$ cat config.mk
export PLATFORM = sky130hd
export DESIGN_NAME = fetch_stage
export DESIGN_NICKNAME = d
export VERILOG_FILES = /design/src/rtl/fetch_stage.sv
export SDC_FILE = /design/constraint.sdc
export NUM_CORES = 1
export LEC_CHECK = 0
export BUFFER_PORTS_ARGS = -buffer_cell sky130_fd_sc_hd__buf_2
export CAP_MARGIN = 20
export CORE_MARGIN = 1.5
export CORE_UTILIZATION = 25
export CTS_CLUSTER_SIZE = 12
export DETAILED_ROUTE_END_ITERATION = 7
export SETUP_SLACK_MARGIN = 0.1
export SYNTH_ARGS = -nofsm -noshare
export SYNTH_HDL_FRONTEND = slang
export SYNTH_SLANG_ARGS = --single-unit
export TNS_END_PERCENT = 30
$ cat constraint.sdc
create_clock -name clk -period 2.4 [get_ports clk]
set_input_delay 0.48 -clock clk [delete_from_list [all_inputs] [get_ports clk]]
set_output_delay 0.48 -clock clk [all_outputs]
set_load 0.02 [all_outputs]
$ cat src/rtl/fetch_stage.sv
// Instruction-fetch stage: PC sequencing, one-entry IF/ID register with valid/ready
// toward decode, redirect squash, and HALT detection.
module fetch_stage #(
    parameter int                    ADDR_WIDTH  = 16,
    parameter logic [ADDR_WIDTH-1:0] RESET_PC    = 16'h0000,
    parameter logic [4:0]            HALT_OPCODE = 5'b00000,
    parameter logic [15:0]           NOP_INSTR   = 16'h0800
) (
    input  logic                  clk,
    input  logic                  rst,
    output logic [ADDR_WIDTH-1:0] imem_addr,
    output logic                  imem_enable,
    output logic                  imem_wr,
    output logic [15:0]           imem_wdata,
    input  logic [15:0]           imem_rdata,
    input  logic                  redirect,
    input  logic [ADDR_WIDTH-1:0] redirect_pc,
    input  logic                  id_ready,
    output logic                  id_valid,
    output logic [15:0]           id_instr,
    output logic [ADDR_WIDTH-1:0] id_pc_plus2,
    output logic                  halted,
    output logic                  misalign_err,
    output logic [1:0]            state_dbg
);

    // Handshake: a word moves to decode on a rising edge where id_valid and id_ready
    // are both high; id_instr/id_pc_plus2 hold while id_valid is high and id_ready low.
    typedef enum logic [1:0] {
        BOOT = 2'd0,
        RUN  = 2'd1,
        HALT = 2'd2
    } state_t;

    state_t                state, state_next;
    logic [ADDR_WIDTH-1:0] pc, pc_next, pc_inc, plus2_next;
    logic [15:0]           instr_next;
    logic                  valid_next, misalign_next, advance;

    assign pc_inc      = pc + ADDR_WIDTH'(2);
    assign advance     = !id_valid || id_ready;
    assign imem_addr   = pc;
    assign imem_enable = (state == RUN);
    assign halted      = (state == HALT);
    assign imem_wr     = 1'b0;
    assign imem_wdata  = 16'h0000;
    assign state_dbg   = state;

    always_comb begin
        state_next    = state;
        pc_next       = pc;
        valid_next    = id_valid;
        instr_next    = id_instr;
        plus2_next    = id_pc_plus2;
        misalign_next = misalign_err;
        if (redirect) begin
            // The word in the output register is wrong-path; squash it.
            pc_next       = {redirect_pc[ADDR_WIDTH-1:1], 1'b0};
            valid_next    = 1'b0;
            instr_next    = NOP_INSTR;
            state_next    = RUN;
            misalign_next = misalign_err | redirect_pc[0];
        end else begin
            case (state)
                BOOT: state_next = RUN;
                RUN: begin
                    if (advance) begin
                        instr_next = imem_rdata;
                        plus2_next = pc_inc;
                        valid_next = 1'b1;
                        if (imem_rdata[15:11] == HALT_OPCODE) begin
                            state_next = HALT;
                        end else begin
                            pc_next = pc_inc;
                        end
                    end
                end
                HALT: begin
                    if (id_valid && id_ready) begin
                        valid_next = 1'b0;
                        instr_next = NOP_INSTR;
                    end
                end
                default: state_next = BOOT;
            endcase
        end
    end

    always_ff @(posedge clk) begin
        if (rst) begin
            state        <= BOOT;
            pc           <= RESET_PC;
            id_valid     <= 1'b0;
            id_instr     <= NOP_INSTR;
            id_pc_plus2  <= '0;
            misalign_err <= 1'b0;
        end else begin
            state        <= state_next;
            pc           <= pc_next;
            id_valid     <= valid_next;
            id_instr     <= instr_next;
            id_pc_plus2  <= plus2_next;
            misalign_err <= misalign_next;
        end
    end

endmodule

==> results of run 1 <==
[worst register-to-register path: stages (launching register included)]
cell	delay, ns
dfxtp_1	0.35
inv_1	0.10
ha_1	0.24
inv_1	0.13
a211o_1	0.43
or3_2	0.48
a311oi_1	0.27
[power by group through the flow]
| stage | sequential (mW) | clock, mW | combinational, mW |
|---|---|---|---|
| final | 0.935 | 0.535 | 0.414 |
| after global routing | 0.943 | 0.594 | 0.457 |
| after CTS | 0.935 | 0.558 | 0.417 |
| after detailed placement | 0.954 | 0 | 0.417 |
| after global placement | 0.951 | 0 | 0.412 |
| after floorplan | 1.01 | 0 | 0.241 |
[cell usage in the layout, fill, tap and decap left out, types with 6 or more instances in the layout]
cell type,instances
a211oi_1,13
a22oi_1,15
clkbuf_8,6
nand2_1,10
conb_1,19
nor2_1,41
dfxtp_1,50
buf_2,87
a21oi_1,7
o21ai_0,9
nand3_1,6
inv_1,12
[through the flow]
stage | worst slack [ns] | hold WS [ns] | utilization [%] | instance area, sq um
after floorplan | 0.3412 | 0.5492 | - | 2580
after global placement | 0.4286 | 0.4478 | 30.81 | 3012
after detailed placement | 0.3247 | 0.4613 | 30.81 | 3012
after CTS | 0.2922 | 0.3980 | 31.82 | 3110
after global routing | 0.1638 | 0.3981 | 31.82 | 3110
final | 0.3125 | 0.4028 | 31.82 | 3110
[final cells by class]
cell class	instances	area [sq um]
flip-flops and latches	50	1001
fillers	1059	6664
inverters	12	45.04
clock inverters	2	16.27
well taps	133	166.4
multi-input cells	204	1326
repair buffers	92	473.0
clock buffers	6	82.58
[sequential cells by signal, indices dropped and copies added, names as in the netlist]
register,cells
misalign_err,1
id_valid,1
id_instr,16
state_dbg,2
imem_addr,15
id_pc_plus2,15
[layer usage]
layer | global-route usage [%] | vias to the layer above | wire length, um
met5 | 0 | - | 0
met4 | 3.534 | 0 | 42
met3 | 3.427 | 5 | 551
met2 | 18.47 | 81 | 2983
met1 | 16.46 | 1050 | 2982
li1 | - | 1152 | -
[worst min-delay path by stage]
stage,startpoint,endpoint,cells after the start
global placement,misalign_err,misalign_err,2
detailed placement,id_pc_plus2[8],id_pc_plus2[8],2
finish,imem_rdata[6],id_instr[6],3
global route,redirect_pc[15],imem_addr[15],3
CTS,imem_rdata[6],id_instr[6],3
floorplan,id_pc_plus2[6],id_pc_plus2[6],2
[cell families (layout without fill, tap and decap cells)]
family          after synthesis  count (layout)
simple gates                 92              92
compound gates               74              74
flops                        50              50
buf+inv                      47             112
xor+xnor                     10              10
fa+ha+maj                     5               5
mux                           4               4
other cells                   1              19
==> run summary, run 1 <==
async set or reset register ratio after synthesis - 0%
Layout Cells excl Fill - 499
Reg clk slew, reported paths - 0.10 ns
top cells by area, synth - dfxtp_1 40%, nor2_1 6.1%, buf_4 5.7%, a22oi_1 4.5%, a211oi_1 3.9%
Placeable Area - 9774 sq um
final hold vios - 0
xor/xnor cell area share of the yosys netlist - 3.486%
startpoint types - flop
Antenna Cells - 0
CP max FO - 15
die height - 103.2 um
post-CTS setup buffers - 0
setup TNS - 0 ns
Post-DRT Antenna Nets - 0
Final Total Pwr - 1.883 mW
worst path bufs/invs - 2
CTS HTree Levels - 2
Clock power frac - 28.4%
Cell Area, Synth - 2512 sq um
post-synth top area cell - dfxtp_1
final worst path period need - 2.088 ns
clk_skew - 0.01353 ns
post-synthesis cell count - 283
DR vias - 2288
TritonCTS clock tree - done
clk buf depth - 2
Ys Warns - 0
Least-Margin Pin Slew - 0.6389 ns
critical path startpoint - state_dbg[1]
FF-to-FF Start - state_dbg[1]
adder-cell share of the synthesized area - 2.490%
Slew Limit Fails - 0
Fmax achieved - 479.0 MHz
Placer Congestion - 0.8033
first-pass GRT wire length - 9.998 mm
Max-Cap Viols - 0
cell mode on critical path - inv_1
DRT iter0 DRCs - 127
crit path DAT - 2.30 ns
largest net degree at the start of global routing - 35
Final Cycle Share - 86.98%
ys flop type - dfxtp_1
initial antenna violation count - 0
Num CTS Buffers - 5
CP max-delay cell - or3_2
CP max stage delay - 0.48 ns
crit path capture - imem_addr[5]
post-DP HPWL - 4.919 mm
Wirelength per Cell - 13.15 um
placed insts - 491
IO Pins - 107
CP top delay family - compound AO/OA/AOI/OAI gates
combinational family with the most area after synthesis - compound AO/OA/AOI/OAI gates
Synth Register Bits - 50
required time of the critical path - 2.61 ns
FF-to-FF End - imem_addr[5]
Post-route DRC - 0
final setup vio count - 0
Port Buf Inserts - 87
number of cell rows - 36
Total GRT Usage - 12.03%
layout cell share with drive strength beyond 1 - 31.15%
RSZ-0062 raised after global routing - false
die width - 103.2 um
most frequent cell after synthesis - dfxtp_1
number of global-route vias before repair - 1988
syn avg cell area - 8.878 sq um
simple-gate area share of the yosys netlist - 20.47%
Max rail drop VDD - 0.0002438 V
sequential-to-total area share from yosys stat - 39.84%
Via density - 4.585
Static Leak - 1.310 nW
EDFF count, synth - 0
nets@finish - 406
Max transition margin - 57.41%
# resized after CTS - 0
area grow syn2layout - 23.80%
die area - 10660 sq um
hold buffer count at cts - 0
worst reg2reg setup slack - 0.31 ns
switching part of the total - 32.82%
area share of the largest cell type after synthesis - 39.84%
Tightest Hold Check Type - in -> reg
clock root buffer - clkbuf_8
Crit path depth - 6
NetSw - 618.2 uW
synth cell count leaders - 50 x dfxtp_1, 41 x nor2_1, 19 x buf_4, 15 x a22oi_1, 13 x a211oi_1
Int Pwr - 1.265 mW
DRT Pass-1 Iters - 4
pwr/cell area - 605.5 nW/um^2
CP Capture Type - flop
status - finished, final reports clean
Distinct cells, synth - 55
Synth Area in Compound Gates - 21.91%
GRT Residual Overflow - 0
CTS Sinks - 50
mux contribution to synthesized area - 1.594%
Total Routed Length - 6.560 mm
sequential power share - 49.6%
Initial Util - 25.70%
R2R cell count - 6
later-pin clock latency in the skew report - 0.31 ns
worst-path cell chain - inv_1, ha_1, inv_1, a211o_1, or3_2, a311oi_1
critical path type - reg -> reg
Gate power share - 22.0%
Power figures use the tool's default switching activity.
==> run 2: changes to the inputs <==
--- a/config.mk
+++ b/config.mk
@@ -7,10 +7,12 @@
 export LEC_CHECK = 0
 export BUFFER_PORTS_ARGS = -buffer_cell sky130_fd_sc_hd__buf_2
 export CAP_MARGIN = 20
+export CORE_ASPECT_RATIO = 1.2
 export CORE_MARGIN = 1.5
 export CORE_UTILIZATION = 25
 export CTS_CLUSTER_SIZE = 12
 export DETAILED_ROUTE_END_ITERATION = 7
+export GPL_ROUTABILITY_DRIVEN = 0
 export SETUP_SLACK_MARGIN = 0.1
 export SYNTH_ARGS = -nofsm -noshare
 export SYNTH_HDL_FRONTEND = slang
==> run 2 against run 1 <==
Against the previous run: count of clock-buffer cells in the layout did not move; via count rose by 1.2%; register-to-register slack got worse by 0.04 ns; sequential power barely moved; critical endpoint unchanged.
==> run summary, run 2 (same netlist as run 1, synthesis figures left out) <==
DR top layer - met4
Static Leak - 1.336 nW (+2.0%)
R2R cell count - 6 (unchanged)
die area - 10660 sq um (about the same)
DRT iter0 DRCs - 78 (-39%)
die height - 112.8 um (+9.3%)
Placeable Area - 9662 sq um (-1.2%)
die width - 94.52 um (-8.5%)
cell mode on critical path - inv_1
hold slack final - 0.4243 ns (+0.02154 ns)
nets@finish - 405 (-0.25%)
layout cell share with drive strength beyond 1 - 30.68% (-0.46 points)
number of cell rows - 39 (+8.3%)
sequential power share - 43.4% (-6.2 points)
CTS Sinks - 50 (unchanged)
Wirelength per Cell - 13.57 um (+3.3%)
clk_skew - 0.01197 ns (-0.001566 ns)
crit path DAT - 2.33 ns (+0.03 ns)
FF/Latch Area - 1001 sq um (unchanged)
worst-path cell chain - inv_1, ha_1, inv_1, a211o_1, or3_2, a311oi_1
worst reg2reg setup slack - 0.27 ns (-0.04 ns)
final worst path period need - 2.128 ns (+0.04001 ns)
Max-Cap Viols - 0 (unchanged)
Final Cycle Share - 88.65% (+1.7 points)
Initial Util - 26.00% (+0.30 points)
most frequent cells in the layout - 87 x buf_2, 50 x dfxtp_1, 41 x nor2_1
Fill cells - 1042 (-1.6%)
setup TNS - 0 ns (unchanged)
Total Routed Length - 6.624 mm (+0.98%)
Antenna Cells - 0 (unchanged)
Met2 Wirelength - 3.059 mm (+2.5%)
GRT Residual Overflow - 0 (unchanged)
Num CTS Buffers - 5 (unchanged)
CP max-delay cell - or3_2
largest net degree at the start of global routing - 29 (-17%)
clk buf depth - 2 (unchanged)
clock root buffer - clkbuf_16
initial antenna violation count - 0 (unchanged)
Max rail drop VDD - 0.0002474 V (+1.5%)
CP Capture Type - flop
CP max FO - 15 (unchanged)
Total GRT Usage - 12.73% (+0.70 points)
TritonCTS clock tree - done
WL met1 - 2.944 mm (-1.3%)
switching part of the total - 29.39% (-3.4 points)
NetSw - 633.0 uW (+2.4%)
Tightest Hold Check Type - in -> reg
Top reg by flops - id_instr
Int Pwr - 1.521 mW (+20%)
Clock power frac - 37.3% (+8.9 points)
later-pin clock latency in the skew report - 0.29 ns (-0.02 ns)
DR vias - 2315 (+1.2%)
startpoint types - flop
status - finished, final reports clean
Util after Layout - 32.83% (+1.0 points)
area grow syn2layout - 26.24%
final hold vios - 0 (unchanged)
required time of the critical path - 2.60 ns (about the same)
Reg clk slew, reported paths - 0.07 ns (-0.03 ns)
DRT Pass-1 Iters - 4 (unchanged)
Design Area, Final - 3172 sq um (+2.0%)
CTS HTree Levels - 2 (unchanged)
Gate power share - 19.3% (-2.7 points)
final setup vio count - 0 (unchanged)
Largest register FFs - 16 (unchanged)
critical path type - reg -> reg
commonest non-fill, non-tap cell in the layout - buf_2
Multi-input gate area - 1340 sq um (+1.0%)
RSZ-0062 raised after global routing - true
CP max stage delay - 0.47 ns (about the same)
Post-route DRC - 0 (unchanged)
Via density - 4.744 (+3.5%)
Post-DRT Antenna Nets - 0 (unchanged)
WL met3 - 571 um (+3.6%)
Fmax achieved - 470.0 MHz (-1.9%)
Max transition margin - 55.95% (-1.5 points)
pwr/cell area - 679.1 nW/um^2 (+12%)
number of global-route vias before repair - 2194 (+10%)
post-DP HPWL - 4.972 mm (+1.1%)
Post-Place Cell Area - 2998 sq um (-0.46%)
first-pass GRT wire length - 10.85 mm (+8.5%)
IO Pins - 107 (unchanged)
worst hold stages - 3 (unchanged)
Least-Margin Pin Slew - 0.6600 ns (+0.02114 ns)
Port Buf Inserts - 87 (unchanged)
Slew Limit Fails - 0 (unchanged)
## run 2: cell types whose count changed in the layout (fill, tap and decap cells not counted), sizes merged
cell,change
buf,-1
bufinv,+1
inv,-1
## run 2: worst paths after layout
path | from | end
setup / recovery | state_dbg[1] | imem_addr[5]
setup reg to reg | state_dbg[1] | imem_addr[5]
hold reg to reg | misalign_err | misalign_err
hold / removal | redirect_pc[0] | misalign_err
## run 2: cell type report
type                            count  share of cell area (%)
Tap cell                          123                   4.852
Inverter                           12                   1.420
Multi-Input combinational cell    204                   42.25
Timing Repair Buffer               91                   14.67
Clock buffer                        6                   4.063
Clock inverter                      2                   1.183
Sequential cell                    50                   31.56
## run 2: what timing repair did
action                                  in CTS  in global routing
endpoints found under the setup margin       0                  2
resized for setup                            0                  1
hold buffers                                 0                  0
setup buffers                                0                  0
## run 2: power groups by stage
stage	Sequential (mW)	Combinational, mW	Clock (mW)
2_1_floorplan	1.01	0.241	0
3_3_place_gp	0.951	0.411	0
3_5_place_dp	0.954	0.417	0
4_1_cts	0.935	0.418	0.820
5_1_grt	0.944	0.459	0.859
6_report	0.935	0.415	0.804
## run 2: per-stage QoR
stage / worst slack [ns] / total power [mW] / std cells
floorplan: 0.3412 / 1.246 / 301
global placement: 0.4050 / 1.362 / 480
detailed placement: 0.3344 / 1.371 / 480
CTS: 0.2896 / 2.174 / 488
global route: 0.07175 / 2.262 / 488
finish: 0.2724 / 2.154 / 488
## run 2: worst max-delay path, delay by kind of cell, from the launching register on
family / cells / cell delay, ns
AOI/OAI and AO/OA: 2 / 0.69
and+or+nand+nor: 1 / 0.47
DFF: 1 / 0.34
buffers and inverters: 2 / 0.28
adders and majority gates: 1 / 0.26
## run 2: metal layers
layer	track usage [%]	vias up
li1	-	1147
met1	17.02	1065
met2	20.38	97
met3	3.293	6
met4	3.085	0
met5	0	-
